==> src/rtl/seg7_pkg.sv <==
// rtl/seg7_pkg.sv - shared types, segment patterns and helpers for the multi-digit display
package seg7_pkg;

    typedef enum logic [1:0] {IDLE, SHIFT, LATCH} state_t;

    // Lit-segment patterns, bit6..0 = g..a, before output polarity is applied.
    localparam logic [6:0] SEG_0     = 7'b0111111;
    localparam logic [6:0] SEG_1     = 7'b0000110;
    localparam logic [6:0] SEG_2     = 7'b1011011;
    localparam logic [6:0] SEG_3     = 7'b1001111;
    localparam logic [6:0] SEG_4     = 7'b1100110;
    localparam logic [6:0] SEG_5     = 7'b1101101;
    localparam logic [6:0] SEG_6     = 7'b1111101;
    localparam logic [6:0] SEG_7     = 7'b0000111;
    localparam logic [6:0] SEG_8     = 7'b1111111;
    localparam logic [6:0] SEG_9     = 7'b1101111;
    localparam logic [6:0] SEG_BLANK = 7'b0000000;
    localparam logic [6:0] SEG_DASH  = 7'b1000000;

    localparam logic [3:0] CODE_BLANK = 4'd10;
    localparam logic [3:0] CODE_DASH  = 4'd11;

    function automatic logic [31:0] pow10(input int n);
        logic [31:0] r;
        r = 32'd1;
        for (int i = 0; i < n; i++) r = r * 32'd10;
        return r;
    endfunction

endpackage

==> src/rtl/seg7_digit_enc.sv <==
// rtl/seg7_digit_enc.sv - combinational 4-bit digit code to 7-segment pattern
module seg7_digit_enc
    import seg7_pkg::*;
#(
    parameter int ACTIVE_LOW = 1
) (
    input  logic [3:0] code,
    output logic [6:0] seg
);

    logic [6:0] pat;

    always_comb begin
        case (code)
            4'd0:       pat = SEG_0;
            4'd1:       pat = SEG_1;
            4'd2:       pat = SEG_2;
            4'd3:       pat = SEG_3;
            4'd4:       pat = SEG_4;
            4'd5:       pat = SEG_5;
            4'd6:       pat = SEG_6;
            4'd7:       pat = SEG_7;
            4'd8:       pat = SEG_8;
            4'd9:       pat = SEG_9;
            CODE_DASH:  pat = SEG_DASH;
            default:    pat = SEG_BLANK;
        endcase
        seg = (ACTIVE_LOW != 0) ? ~pat : pat;
    end

endmodule

==> src/rtl/seg7_multi_display.sv <==
// rtl/seg7_multi_display.sv - sequential double-dabble binary to multi-digit 7-segment driver
module seg7_multi_display
    import seg7_pkg::*;
#(
    parameter int NUM_DIGITS    = 4,
    parameter int VALUE_W       = 14,
    parameter int ACTIVE_LOW    = 1,
    parameter int BLANK_LEADING = 1
) (
    input  logic                    clk,
    input  logic                    rst_n,
    input  logic                    start,
    input  logic [VALUE_W-1:0]      value,
    output logic                    busy,
    output logic                    done,
    output logic                    overflow,
    output logic [7*NUM_DIGITS-1:0] seg
);

    localparam int          BCD_W = 4 * NUM_DIGITS;
    localparam int          CNT_W = $clog2(VALUE_W + 1);
    localparam logic [31:0] LIMIT = pow10(NUM_DIGITS);
    localparam logic        OFF   = (ACTIVE_LOW != 0);

    state_t                  state;
    logic [VALUE_W-1:0]      bin;
    logic [BCD_W-1:0]        bcd;
    logic [CNT_W-1:0]        cnt;
    logic                    ovf_flag;
    logic [BCD_W-1:0]        bcd_adj;
    logic [BCD_W-1:0]        codes;
    logic [7*NUM_DIGITS-1:0] seg_next;
    logic                    all_zero;

    always_comb begin
        bcd_adj = '0;
        for (int i = 0; i < NUM_DIGITS; i++) begin
            bcd_adj[4*i +: 4] = (bcd[4*i +: 4] >= 4'd5) ? bcd[4*i +: 4] + 4'd3 : bcd[4*i +: 4];
        end
    end

    // Walk from the top digit down so blanking stops at the first non-zero digit.
    always_comb begin
        codes    = '0;
        all_zero = 1'b1;
        for (int i = NUM_DIGITS - 1; i >= 0; i--) begin
            all_zero = all_zero && (bcd[4*i +: 4] == 4'd0);
            if (ovf_flag)
                codes[4*i +: 4] = CODE_DASH;
            else if ((BLANK_LEADING != 0) && (i != 0) && all_zero)
                codes[4*i +: 4] = CODE_BLANK;
            else
                codes[4*i +: 4] = bcd[4*i +: 4];
        end
    end

    for (genvar g = 0; g < NUM_DIGITS; g++) begin : g_enc
        seg7_digit_enc #(.ACTIVE_LOW(ACTIVE_LOW)) u_enc (
            .code (codes[4*g +: 4]),
            .seg  (seg_next[7*g +: 7])
        );
    end

    always_ff @(posedge clk or negedge rst_n) begin
        if (!rst_n) begin
            state    <= IDLE;
            busy     <= 1'b0;
            done     <= 1'b0;
            overflow <= 1'b0;
            seg      <= {(7*NUM_DIGITS){OFF}};
            bin      <= '0;
            bcd      <= '0;
            cnt      <= '0;
            ovf_flag <= 1'b0;
        end else begin
            done <= 1'b0;
            case (state)
                IDLE: begin
                    if (start) begin
                        bin      <= value;
                        bcd      <= '0;
                        cnt      <= '0;
                        ovf_flag <= (32'(value) >= LIMIT);
                        busy     <= 1'b1;
                        state    <= SHIFT;
                    end
                end
                SHIFT: begin
                    bcd <= {bcd_adj[BCD_W-2:0], bin[VALUE_W-1]};
                    bin <= {bin[VALUE_W-2:0], 1'b0};
                    cnt <= cnt + CNT_W'(1);
                    if (cnt == CNT_W'(VALUE_W - 1)) state <= LATCH;
                end
                LATCH: begin
                    seg      <= seg_next;
                    overflow <= ovf_flag;
                    done     <= 1'b1;
                    busy     <= 1'b0;
                    state    <= IDLE;
                end
                default: state <= IDLE;
            endcase
        end
    end

endmodule
==> config.mk <==
export PLATFORM = sky130hd
export DESIGN_NAME = seg7_multi_display
export DESIGN_NICKNAME = d
export VERILOG_FILES = /design/src/rtl/seg7_pkg.sv /design/src/rtl/seg7_digit_enc.sv /design/src/rtl/seg7_multi_display.sv
export SDC_FILE = /design/constraint.sdc
export NUM_CORES = 1
export LEC_CHECK = 0
export BUFFER_PORTS_ARGS = -buffer_cell sky130_fd_sc_hd__buf_2
export CORE_ASPECT_RATIO = 1.5
export CORE_MARGIN = 1
export CORE_UTILIZATION = 50
export CTS_CLUSTER_SIZE = 25
export DETAILED_ROUTE_END_ITERATION = 12
export GPL_ROUTABILITY_DRIVEN = 0
export HOLD_SLACK_MARGIN = 0.05
export PLACE_DENSITY_LB_ADDON = 0.25
export SYNTH_ARGS = -nofsm -noshare
export SYNTH_HDL_FRONTEND = slang
export SYNTH_SLANG_ARGS = --single-unit
==> constraint.sdc <==
create_clock -name clk -period 2.3 [get_ports clk]
set_input_delay 0.46 -clock clk [delete_from_list [all_inputs] [get_ports clk]]
set_output_delay 0.46 -clock clk [all_outputs]
set_load 0.01 [all_outputs]
After elaboration in Yosys (flattened, before gate mapping)
Memory sizes are Yosys's and may differ from the RTL's.
Cells that the tools add are included.

word-level totals
  bits in read-only memories = 448
  bits in registers = 68
  logic and storage cells = 67
  memories kept = 4

cells by class
  magnitude comparators = 5
  mux-type cells = 23
  eq/ne operators = 5
  $add $sub $neg = 5
  bitwise logic cells = 4
  reductions and logical operators = 12

memory list
  name              words  width  rd ports  clocked after memory_dff  write ports  line                  text
  (name not given)  16     7      1         0                         0            seg7_digit_enc.sv:14  case (code)
  (name not given)  16     7      1         0                         0            seg7_digit_enc.sv:14
  (name not given)  16     7      1         0                         0            seg7_digit_enc.sv:14
  (name not given)  16     7      1         0                         0            seg7_digit_enc.sv:14

operators with widths
  operator                number
  $mux W4                 11
  $pmux W16 S2            1
  $not A7 Y7              4
  $pmux W14 S2            1
  $ge A4 B3 Y1 const B    4
  $mux W16                1
  $ge A14 B14 Y1 const B  1
  $mux W14                1
  $add A4 B2 Y4 const B   3
  $logic_not A4 Y1        3
  $pmux W4 S2             1
  $reduce_and A2 Y1       4
  $add A4 B1 Y4 const B   1
  $eq A4 B4 Y1 const B    1
  $mux W2                 2
  $ne A2 B2 Y1 const B    2
  $pmux W2 S2             1
  $reduce_bool A2 Y1      2
  $add A3 B2 Y3 const B   1
  $mux W3                 1
  $eq A2 B1 Y1 const B    1
  $eq A2 B2 Y1 const B    1
  $logic_and A1 B1 Y1     2
  $logic_not A2 Y1        1
  2 further kinds         3

Logic depth before layout (Yosys ltp)
Gate-level depths: netlist of run 1.
An unclocked memory read counts as a cell.

  depth in word-level cells = 7
  depth in mapped cells = 11
  mapped depth without buffers = 11

Modules after synthesis
Synthesis of run 1 repeated with hierarchy kept, for this count alone.

unflattened totals
  cell total of the unflattened synthesis = 408
  area total of the unflattened synthesis = 4046.4 um2

by module, submodules not included
  module              instances  area an instance (um2)  sequential area each (um2)  cells an instance
  seg7_multi_display  1          3285.7                  1736.7                      292
  seg7_digit_enc      4          190.2                   0.0                         29

Worst setup path after synthesis of run 1
OpenSTA, ideal clock, no wires.

  path type = register -> register
  start point = register bcd[13]
  end point = register seg[24]
  path buffers = 0
  cell stages (with the launch flop) = 9
  library setup time = 0.073 ns
  arrival = 2.226 ns
  required time = 2.227 ns
  setup slack = 0.001 ns
  cell sequence = dfrtp_1 -> inv_1 -> ha_1 -> nand2b_1 -> or2_2 -> a21oi_1 -> ha_1 -> or3_1 -> a21oi_1

between the ends
  cells in the longest elaborated chain, start to end = 5

ends and longest elaborated chain
  element                   line                      text
  start: declaration        seg7_multi_display.sv:27  logic [BCD_W-1:0] bcd;
  start signal: assignment  seg7_multi_display.sv:89  bcd <= {bcd_adj[BCD_W-2:0], bin[VALUE_W-1]};
  $logic_not A4 Y1          seg7_multi_display.sv:47  all_zero = all_zero && (bcd[4*i +: 4] == 4'd0);
  $mux W4 (*)               seg7_multi_display.sv:50  else if ((BLANK_LEADING != 0) && (i != 0) && all_zero)
  $mux W4 (*)               seg7_multi_display.sv:48  if (ovf_flag)
  $mem_v2 Z16 W7 (*)        n/a
  $not A7 Y7 (*)            seg7_digit_enc.sv:28      seg = (ACTIVE_LOW != 0) ? ~pat : pat;
  end signal: assignment    seg7_multi_display.sv:70  seg <= {(7*NUM_DIGITS){OFF}};
  end signal: assignment    seg7_multi_display.sv:95  seg <= seg_next;
  end: declaration          seg7_multi_display.sv:17  output logic [7*NUM_DIGITS-1:0] seg

Every way passes the cells marked *; elsewhere a longest branch is shown, timed or not.
A chain may end at the register's enable or synchronous reset.

Worst setup path in the final report of run 1
  start point = register bcd[12]
  end point = register seg[24]

The elaborated chain is that of the path after synthesis.

==> results by group, run 1 <==
Run status
  • Run status: finished, final reports clean

Routing
  • Routed via count: 3216
  • DR WL/cell: 14.05 um
  • Total wire length: 8.432 mm
  • Post-DR vias/cell: 5.360
  • Final routed DRC violation total: 0
  • DRT iter0 DRCs: 137
  • Post-route antenna net violation count: 0
  • First-pass DRT Iterations: 4

Floorplan
  • Die Y: 111.3 um
  • Rows: 39
  • Die width: 74.90 um
  • IO Pins: 48
  • Initial Utilization: 52.02%
  • Die ar.: 8339 um2
  • CORE AREA: 7661 um2

Logic synthesis
  • Top FF cell, synth: dfrtp_1
  • Synth area leader: dfrtp_1
  • Post-synthesis sequential area ratio: 43.58%
  • Post-synth top cells: 56 x nor2_1, 42 x o21ai_0, 40 x dfrtp_1
  • Synth Net Count: 483
  • Ys Warns: 0
  • Post-Syn Area: 3985 um2
  • Post-synth EDFFs: 0
  • Synth cell types: 47
  • Synth top area cells: dfrtp_1 25%, dfstp_2 18%, ha_1 10%
  • Syn avg cell area: 9.203 um2
  • Register bit total from synthesis: 68
  • Most frequent cell after synthesis: nor2_1
  • Syn Inst Count: 433
  • Async SR Flop Fraction: 100.0%
  • Synth top area share: 25.12%

Global route
  • Vias in the first global route: 3232
  • Global-route wire length before repair: 14.44 mm
  • Initial antenna violation count: 0
  • Largest net degree at the start of global routing: 69
  • GRT Util Overall: 22.61%
  • Gr ovfl total: 0

Clock network
  • CTS Buf Count: 9
  • Clock tree root driver cell: clkbuf_16
  • Clk slew on worst S/H paths: 0.06 ns
  • Post-CTS setup buffer count: 0
  • Clock sink count: 68
  • CTS tree: yes
  • H-tree depth: 3
  • Clock Tree Buf Depth: 2
  • Clk_lat worst skew: 0.34 ns

Finish
  • FILL cells: 684
  • Register area: 1737 um2
  • Fin nets: 543
  • Layout area overhead: 21.35%
  • Core Util, Final: 63.12%
  • Area of the multi-input gates: 2085 um2
  • Share of cells above drive strength 1: 26.31%
  • # diodes: 0

Pwr
  • Peak supply drop: 0.0007479 V
  • Power per Cell Area: 1522 nW/um2
  • Lkg Pwr: 2.236 nW

Critical path
  • Critical path class: flip-flop to flip-flop
  • Setup crit end kind: flip-flop
  • Worst Path Required: 2.56 ns
  • Startpoint types: flip-flop
  • CP max FO: 6
  • CP arrival: 2.43 ns

Place
  • # port buffers: 47
  • Hpwl dp: 5.905 mm

STA
  • Worst-Margin Slew: 0.6702 ns
  • Minimum clock period: 2.161 ns
  • Final hold violation count: 0
  • Final setup TNS: 0 ns
  • Worst Skew: 0.008112 ns
  • Final number of max-transition violations: 0
  • Final period util: 93.94%
  • RSZ-0062 raised after global routing: no
  • Final setup vio count: 0
  • Slew headroom: 54.69%
  • FMAX: 0.4628 GHz

Worst hold path
  • Worst hold path class: input pin to asynchronous set/reset pin

Job
  • Max_cap viols: 0
-- logic make-up after synthesis --
family	after synthesis	share of synthesized area (%)
AOI/OAI and AO/OA	118	18.62
xor gates and xnor gates	8	1.758
and+or+nand+nor	150	18.78
adders and majority gates	33	10.36
DFF	68	43.58
buffers and inverters	48	4.772
muxes	8	2.135
-- power breakdown --
group	internal, mW	switching (mW)	total (mW)
logic	1.55	1.93	3.48
clock network	1.09	0.522	1.61
registers	1.86	0.407	2.27
-- registers in the layout (all words and copies together) (netlist names) --
name	cells
busy	1
cnt	4
seg	28
state	2
bin	14
ovf_flag	1
overflow	1
bcd	16
done	1
-- critical path, stage by stage, from the launching register on --
cell and delay (ns):
dfrtp_1 0.38, inv_1 0.13, ha_4 0.19, nand2b_1 0.07, or2_2 0.30, and2_1 0.19, ha_1 0.32, or3_1 0.35
a21oi_1 0.16
-- worst paths after layout --
path / startpoint / to / slack, ns / depth (start not counted)
worst max-delay path: bcd[12] / seg[24] / 0.14 / 8
worst min-delay path: rst_n / bin[0] / 0.13 / 2
worst max register to register: bcd[12] / seg[24] / 0.14 / 8
worst min register to register: seg[27] / seg[27] / 0.46 / 2
max in group asynchronous: rst_n / seg[26] / 1.82 / 2
min in group clk: value[0] / bin[0] / 0.30 / 3
-- cell type report --
cell class,count,area share (%)
multi-input combinational,317,43.10
sequential,68,35.91
timing repair buffer,74,9.314
clock buffer,10,4.942
tap,102,2.639
clock inverter,6,2.303
inverter,23,1.785
-- cells in the final DEF, fill, tap and decap left out, types with 6 or more instances in the layout --
master and instances:
o22ai_1 14, dfstp_2 28, nor2b_1 7, o31ai_1 8
nand3_1 16, nand2_1 28, nand2b_1 16, nor2_1 56
inv_1 23, buf_4 26, buf_2 47, dfrtp_1 40
ha_1 32, a21oi_1 19, a211oi_1 6, o21ai_0 39
clkbuf_16 9, a31oi_1 7
-- layer usage --
layer,up-vias,GRT usage (%),routed length [um]
li1,1631,-,-
met1,1504,26.93,3537
met2,70,38.02,4386
met3,11,4.253,347
met4,0,11.07,160
met5,-,0,0
-- through the flow --
step                worst slack [ns]  hold slack, ns  cells  power, mW  area, um2
floorplan                   0.001374          0.1644    433      4.669       3985
global placement             0.07696          0.4438    584      5.576       4459
CTS                          0.05836          0.1521    600      7.362       4812
global route                 0.02270          0.1793    600      7.987       4836
detailed placement           0.02511          0.4539    584      5.714       4459
finish                        0.1394          0.1278    600      7.360       4836
-- repair_timing --
action / 4_1_cts / 5_1_grt
setup endpoints to repair: 1 / 11
gates resized for setup: 1 / 7
hold buffers: 0 / 0
pin swaps: 0 / 0
hold endpoints to repair: 0 / 0
No activity file was read; power rests on OpenSTA's default activity.
==> inputs of run 2 (changes only) <==
--- a/config.mk
+++ b/config.mk
@@ -14,6 +14,8 @@
 export GPL_ROUTABILITY_DRIVEN = 0
 export HOLD_SLACK_MARGIN = 0.05
 export PLACE_DENSITY_LB_ADDON = 0.25
+export SETUP_SLACK_MARGIN = 0.2
+export SKIP_CTS_REPAIR_TIMING = 1
 export SYNTH_ARGS = -nofsm -noshare
 export SYNTH_HDL_FRONTEND = slang
 export SYNTH_SLANG_ARGS = --single-unit
==> results by group, run 2 (synthesis results as in run 1) <==
Run status
  • Run status: finished, final reports clean

Pwr
  • Sequential share of power: 30.5%
  • Comb power frac: 52.1%
  • Int Pwr: 4.490 mW
  • Clock network fraction of total power: 17.4%
  • Power per Cell Area: 1530 nW/um2
  • Sw Ratio: 40.84%
  • Switching Power: 3.099 mW
  • Lkg Pwr: 2.234 nW
  • Peak supply drop: 0.0008326 V

Critical path
  • CP max FO: 7
  • CP arrival: 2.42 ns
  • Setup crit end kind: flip-flop
  • Worst Setup SP: bcd[13]
  • Critical path class: flip-flop to flip-flop
  • Startpoint types: flip-flop
  • Reg2Reg Depth: 8
  • Reg2reg start: bcd[13]
  • Worst Path Required: 2.56 ns

Floorplan
  • Die width: 74.90 um
  • Initial Utilization: 52.02%
  • Rows: 39
  • IO Pins: 48
  • CORE AREA: 7661 um2
  • Die ar.: 8339 um2
  • Die Y: 111.3 um

Routing
  • Final routed DRC violation total: 0
  • DRT iter0 DRCs: 150
  • Total wire length: 8.918 mm
  • Routed via count: 3327
  • Post-route antenna net violation count: 0
  • DR WL/cell: 14.84 um
  • First-pass DRT Iterations: 4
  • Post-DR vias/cell: 5.536

Clock network
  • Clock tree root driver cell: clkbuf_16
  • Clk_lat worst skew: 0.34 ns
  • Clock Tree Buf Depth: 2
  • Clk slew on worst S/H paths: 0.05 ns
  • CTS tree: yes
  • Clock sink count: 68
  • CTS Buf Count: 9
  • H-tree depth: 3

Place
  • Hpwl dp: 5.874 mm
  • # port buffers: 47
  • Post-Place Cell Area: 4431 um2
  • Setup WS pre-CTS: 0.02717 ns
  • Placed insts: 576

STA
  • Final WS setup: 0.1356 ns
  • RSZ-0062 raised after global routing: yes
  • Final hold violation count: 0
  • Final number of max-transition violations: 0
  • Slew headroom: 48.11%
  • Worst hold slack: 0.1388 ns
  • Minimum clock period: 2.164 ns
  • Worst Skew: 0.006166 ns
  • Worst-Margin Slew: 0.7756 ns
  • FMAX: 0.4620 GHz
  • Final setup vio count: 0
  • Final setup TNS: 0 ns
  • Final period util: 94.11%

Finish
  • # diodes: 0
  • Largest reg by FF count: seg
  • Final non-filler cell area: 4961 um2
  • Layout Cells excl Fill: 601
  • Fin nets: 544
  • Max FFs per register: 28
  • Share of cells above drive strength 1: 32.06%
  • Commonest non-fill, non-tap cell in the layout: nor2_1
  • Largest regs: seg (28), bcd (16), bin (14)
  • Layout area overhead: 24.49%
  • Most frequent cells in the layout: 55 x nor2_1, 47 x buf_2, 39 x dfrtp_1, 31 x o21ai_0, 28 x dfstp_2

Global route
  • Gr ovfl total: 0
  • Global-route wire length before repair: 14.59 mm
  • Largest net degree at the start of global routing: 69
  • Vias in the first global route: 3294
  • Initial antenna violation count: 0
  • GRT Util Overall: 22.81%

Job
  • Max_cap viols: 0

Worst hold path
  • Worst hold path class: input pin to asynchronous set/reset pin
-- run 2: cell count changes in the layout (fill, tap and decap cells not counted), moves of 4 or more --
cell / delta
inv_2: +4
ha_1: -8
o21ai_1: +6
clkinv_2: +4
ha_4: +6
o21ai_0: -8
inv_1: -5
a211oi_1: -4
a211oi_2: +4
-- run 2: per-stage QoR --
stage	utilization, %	power (mW)
floorplan	-	4.717
CTS	61.54	7.040
detailed placement	57.83	5.682
finish	64.76	7.589
global route	64.76	8.199
global placement	57.83	5.547
-- run 2: layout make-up --
class,instances,area [um2]
multi-input combinational,317,2261
tap,102,127.6
clock buffer,10,229.0
sequential,68,1738
clock inverter,6,55.05
inverter,23,88.84
fill,645,2700
timing repair buffer,75,461.7
-- run 2: critical path: stages (launching register included) --
cell      delay [ns]
dfrtp_1         0.40
inv_2           0.10
ha_4            0.18
nand2b_1        0.12
or2_4           0.27
and2_4          0.16
ha_1            0.31
or3_1           0.37
a21oi_1         0.19
-- run 2: final timing paths --
path                       slack [ns]  endpoint
min reg2reg                      0.45   seg[17]
min                              0.14    bin[9]
max in group asynchronous        1.84   seg[25]
max                              0.14   seg[24]
min in group clk                 0.32    bin[0]
max reg2reg                      0.14   seg[24]
-- run 2: per-layer routing --
metal | routed length [um] | track usage [%]
met2 | 4704 | 38.14
met5 | 0 | 0
met4 | 251 | 13.46
met3 | 277 | 3.982
met1 | 3684 | 26.50
-- run 2: power by group through the flow --
stage          combinational (mW)  clock, mW  sequential (mW)
2_1_floorplan                2.42          0             2.30
3_3_place_gp                 3.26          0             2.29
3_5_place_dp                 3.36          0             2.32
4_1_cts                      3.39       1.35             2.31
5_1_grt                      4.40       1.39             2.41
6_report                     3.95       1.32             2.32
==> inputs of run 3 (changes only) <==
--- a/config.mk
+++ b/config.mk
@@ -8,11 +8,11 @@
 export BUFFER_PORTS_ARGS = -buffer_cell sky130_fd_sc_hd__buf_2
 export CORE_ASPECT_RATIO = 1.5
 export CORE_MARGIN = 1
-export CORE_UTILIZATION = 50
+export CORE_UTILIZATION = 53
 export CTS_CLUSTER_SIZE = 25
 export DETAILED_ROUTE_END_ITERATION = 12
 export GPL_ROUTABILITY_DRIVEN = 0
-export HOLD_SLACK_MARGIN = 0.05
+export HOLD_SLACK_MARGIN = 0.03
 export PLACE_DENSITY_LB_ADDON = 0.25
 export SETUP_SLACK_MARGIN = 0.2
 export SKIP_CTS_REPAIR_TIMING = 1
==> constraint.sdc (replaced) <==
create_clock -name clk -period 2.3 [get_ports clk]
set_input_delay 0.115 -clock clk [delete_from_list [all_inputs] [get_ports clk]]
set_output_delay 0.115 -clock clk [all_outputs]
set_load 0.01 [all_outputs]
==> results by group, run 3 (synthesis results as in run 1) <==
Clock network
  • H-tree depth: 3
  • Clk slew on worst S/H paths: 0.07 ns
  • Clock sink count: 68
  • CTS Buf Count: 9
  • CTS tree: yes
  • Clock tree root driver cell: clkbuf_8
  • Clk_lat worst skew: 0.36 ns
  • Clock Tree Buf Depth: 2

Routing
  • DR WL/cell: 14.45 um
  • Total wire length: 8.774 mm
  • Routed via count: 3382
  • DRT iter0 DRCs: 125
  • First-pass DRT Iterations: 4
  • Post-route antenna net violation count: 0
  • Post-DR vias/cell: 5.572
  • Final routed DRC violation total: 0

Critical path
  • Critical path class: flip-flop to flip-flop
  • Setup crit end kind: flip-flop
  • Worst Path Required: 2.59 ns
  • Startpoint types: flip-flop
  • CP arrival: 2.45 ns
  • CP max FO: 6

Finish
  • Commonest non-fill, non-tap cell in the layout: nor2_1
  • Largest regs: seg (28), bcd (16), bin (14)
  • Layout area overhead: 23.83%
  • Final non-filler cell area: 4935 um2
  • Core Util, Final: 67.84%
  • Max FFs per register: 28
  • Share of cells above drive strength 1: 32.35%
  • Register area: 1739 um2
  • # diodes: 0
  • Area of the multi-input gates: 2198 um2
  • Fin nets: 552
  • FILL cells: 581
  • Most frequent cells in the layout: 55 x nor2_1, 47 x buf_2, 38 x dfrtp_1, 33 x o21ai_0, 33 x buf_4
  • Largest reg by FF count: seg

Pwr
  • Comb power frac: 52.0%
  • Int Pwr: 4.477 mW
  • Peak supply drop: 0.0009278 V
  • Power per Cell Area: 1515 nW/um2
  • Lkg Pwr: 2.247 nW
  • Sw Ratio: 40.10%
  • Clock network fraction of total power: 17.3%
  • Sequential share of power: 30.6%
  • Switching Power: 2.997 mW

Floorplan
  • Die ar.: 7877 um2
  • CORE AREA: 7274 um2
  • Die Y: 108.2 um
  • Rows: 38
  • Die width: 72.80 um
  • IO Pins: 48
  • Initial Utilization: 54.78%

STA
  • Final setup TNS: 0 ns
  • Final WS setup: 0.1393 ns
  • Final setup vio count: 0
  • Final number of max-transition violations: 0
  • Minimum clock period: 2.161 ns
  • Final period util: 93.94%
  • Slew headroom: 51.86%
  • Worst-Margin Slew: 0.7213 ns
  • Worst Skew: 0.009208 ns
  • RSZ-0062 raised after global routing: yes
  • Final hold violation count: 0
  • FMAX: 0.4628 GHz

Place
  • Hpwl dp: 5.990 mm
  • # port buffers: 47
  • Setup WS pre-CTS: 0.04334 ns
  • Post-Place Cell Area: 4443 um2

Worst hold path
  • Worst hold path class: input pin to flip-flop

Job
  • Max_cap viols: 0

Global route
  • Global-route wire length before repair: 14.55 mm
  • Vias in the first global route: 3217
  • GRT Util Overall: 24.06%
  • Largest net degree at the start of global routing: 45
  • Gr ovfl total: 0
  • Initial antenna violation count: 0

Run status
  • Run status: finished, final reports clean
-- run 3: cell types whose count changed in the layout (fill, tap and decap cells not counted), moves of 2 or more --
cell           change
clkinv_2           -3
bufinv_16          +3
buf_4              +7
o21ai_0            +2
ha_1               +2
clkbuf_16          -9
inv_1              -2
clkbuf_8           +9
inv_2              +3
dlygate4sd3_1      +2
ha_4               -3
-- run 3: path summary, 6_finish.rpt --
check | start | endpoint | slack [ns] | cells past startpoint
max | bcd[13] | seg[21] | 0.14 | 12
min | start | busy | 0.03 | 3
max reg2reg | bcd[13] | seg[21] | 0.14 | 12
min reg2reg | seg[17] | seg[17] | 0.46 | 2
max in group asynchronous | rst_n | seg[3] | 1.47 | 3
min in group asynchronous | rst_n | bin[2] | 0.17 | 2
-- run 3: power groups by stage --
stage	registers, mW	clock network, mW	logic, mW
global route	2.37	1.36	4.34
global placement	2.27	0	3.27
CTS	2.28	1.32	3.43
floorplan	2.30	0	2.42
finish	2.29	1.30	3.89
detailed placement	2.30	0	3.39
-- run 3: metal layers --
metal / share of wire, % / routed length, um / track usage, %
met1: 42 / 3662 / 27.76
met2: 53 / 4626 / 42.46
met3: 3.4 / 295 / 3.075
met4: 2.2 / 189 / 13.31
met5: 0 / 0 / 0
-- run 3: area by class of cell --
| cell class | count | share of cell area [%] |
|---|---|---|
| multi-input cells | 317 | 44.55 |
| flip-flops and latches | 68 | 35.24 |
| repair buffers | 83 | 10.60 |
| clock inverters | 7 | 2.814 |
| well taps | 100 | 2.535 |
| clock buffers | 9 | 2.510 |
| inverters | 23 | 1.749 |
-- run 3: stage by stage --
stage / total power [mW] / cells / hold WS [ns]
floorplan: 4.717 / 433 / -0.1806
global placement: 5.537 / 576 / 0.02078
detailed placement: 5.688 / 576 / 0.01896
CTS: 7.025 / 592 / -0.3727
global route: 8.067 / 607 / 0.05363
finish: 7.474 / 607 / 0.02610
-- run 3: critical path: stages (launching register included) --
cell	delay, ns
dfrtp_1	0.42
inv_2	0.10
ha_4	0.18
buf_4	0.13
nand2b_4	0.06
or2_4	0.25
a21oi_4	0.22
inv_2	0.07
ha_1	0.18
nand2b_1	0.06
a31oi_1	0.09
nor2_1	0.23
a21oi_1	0.09
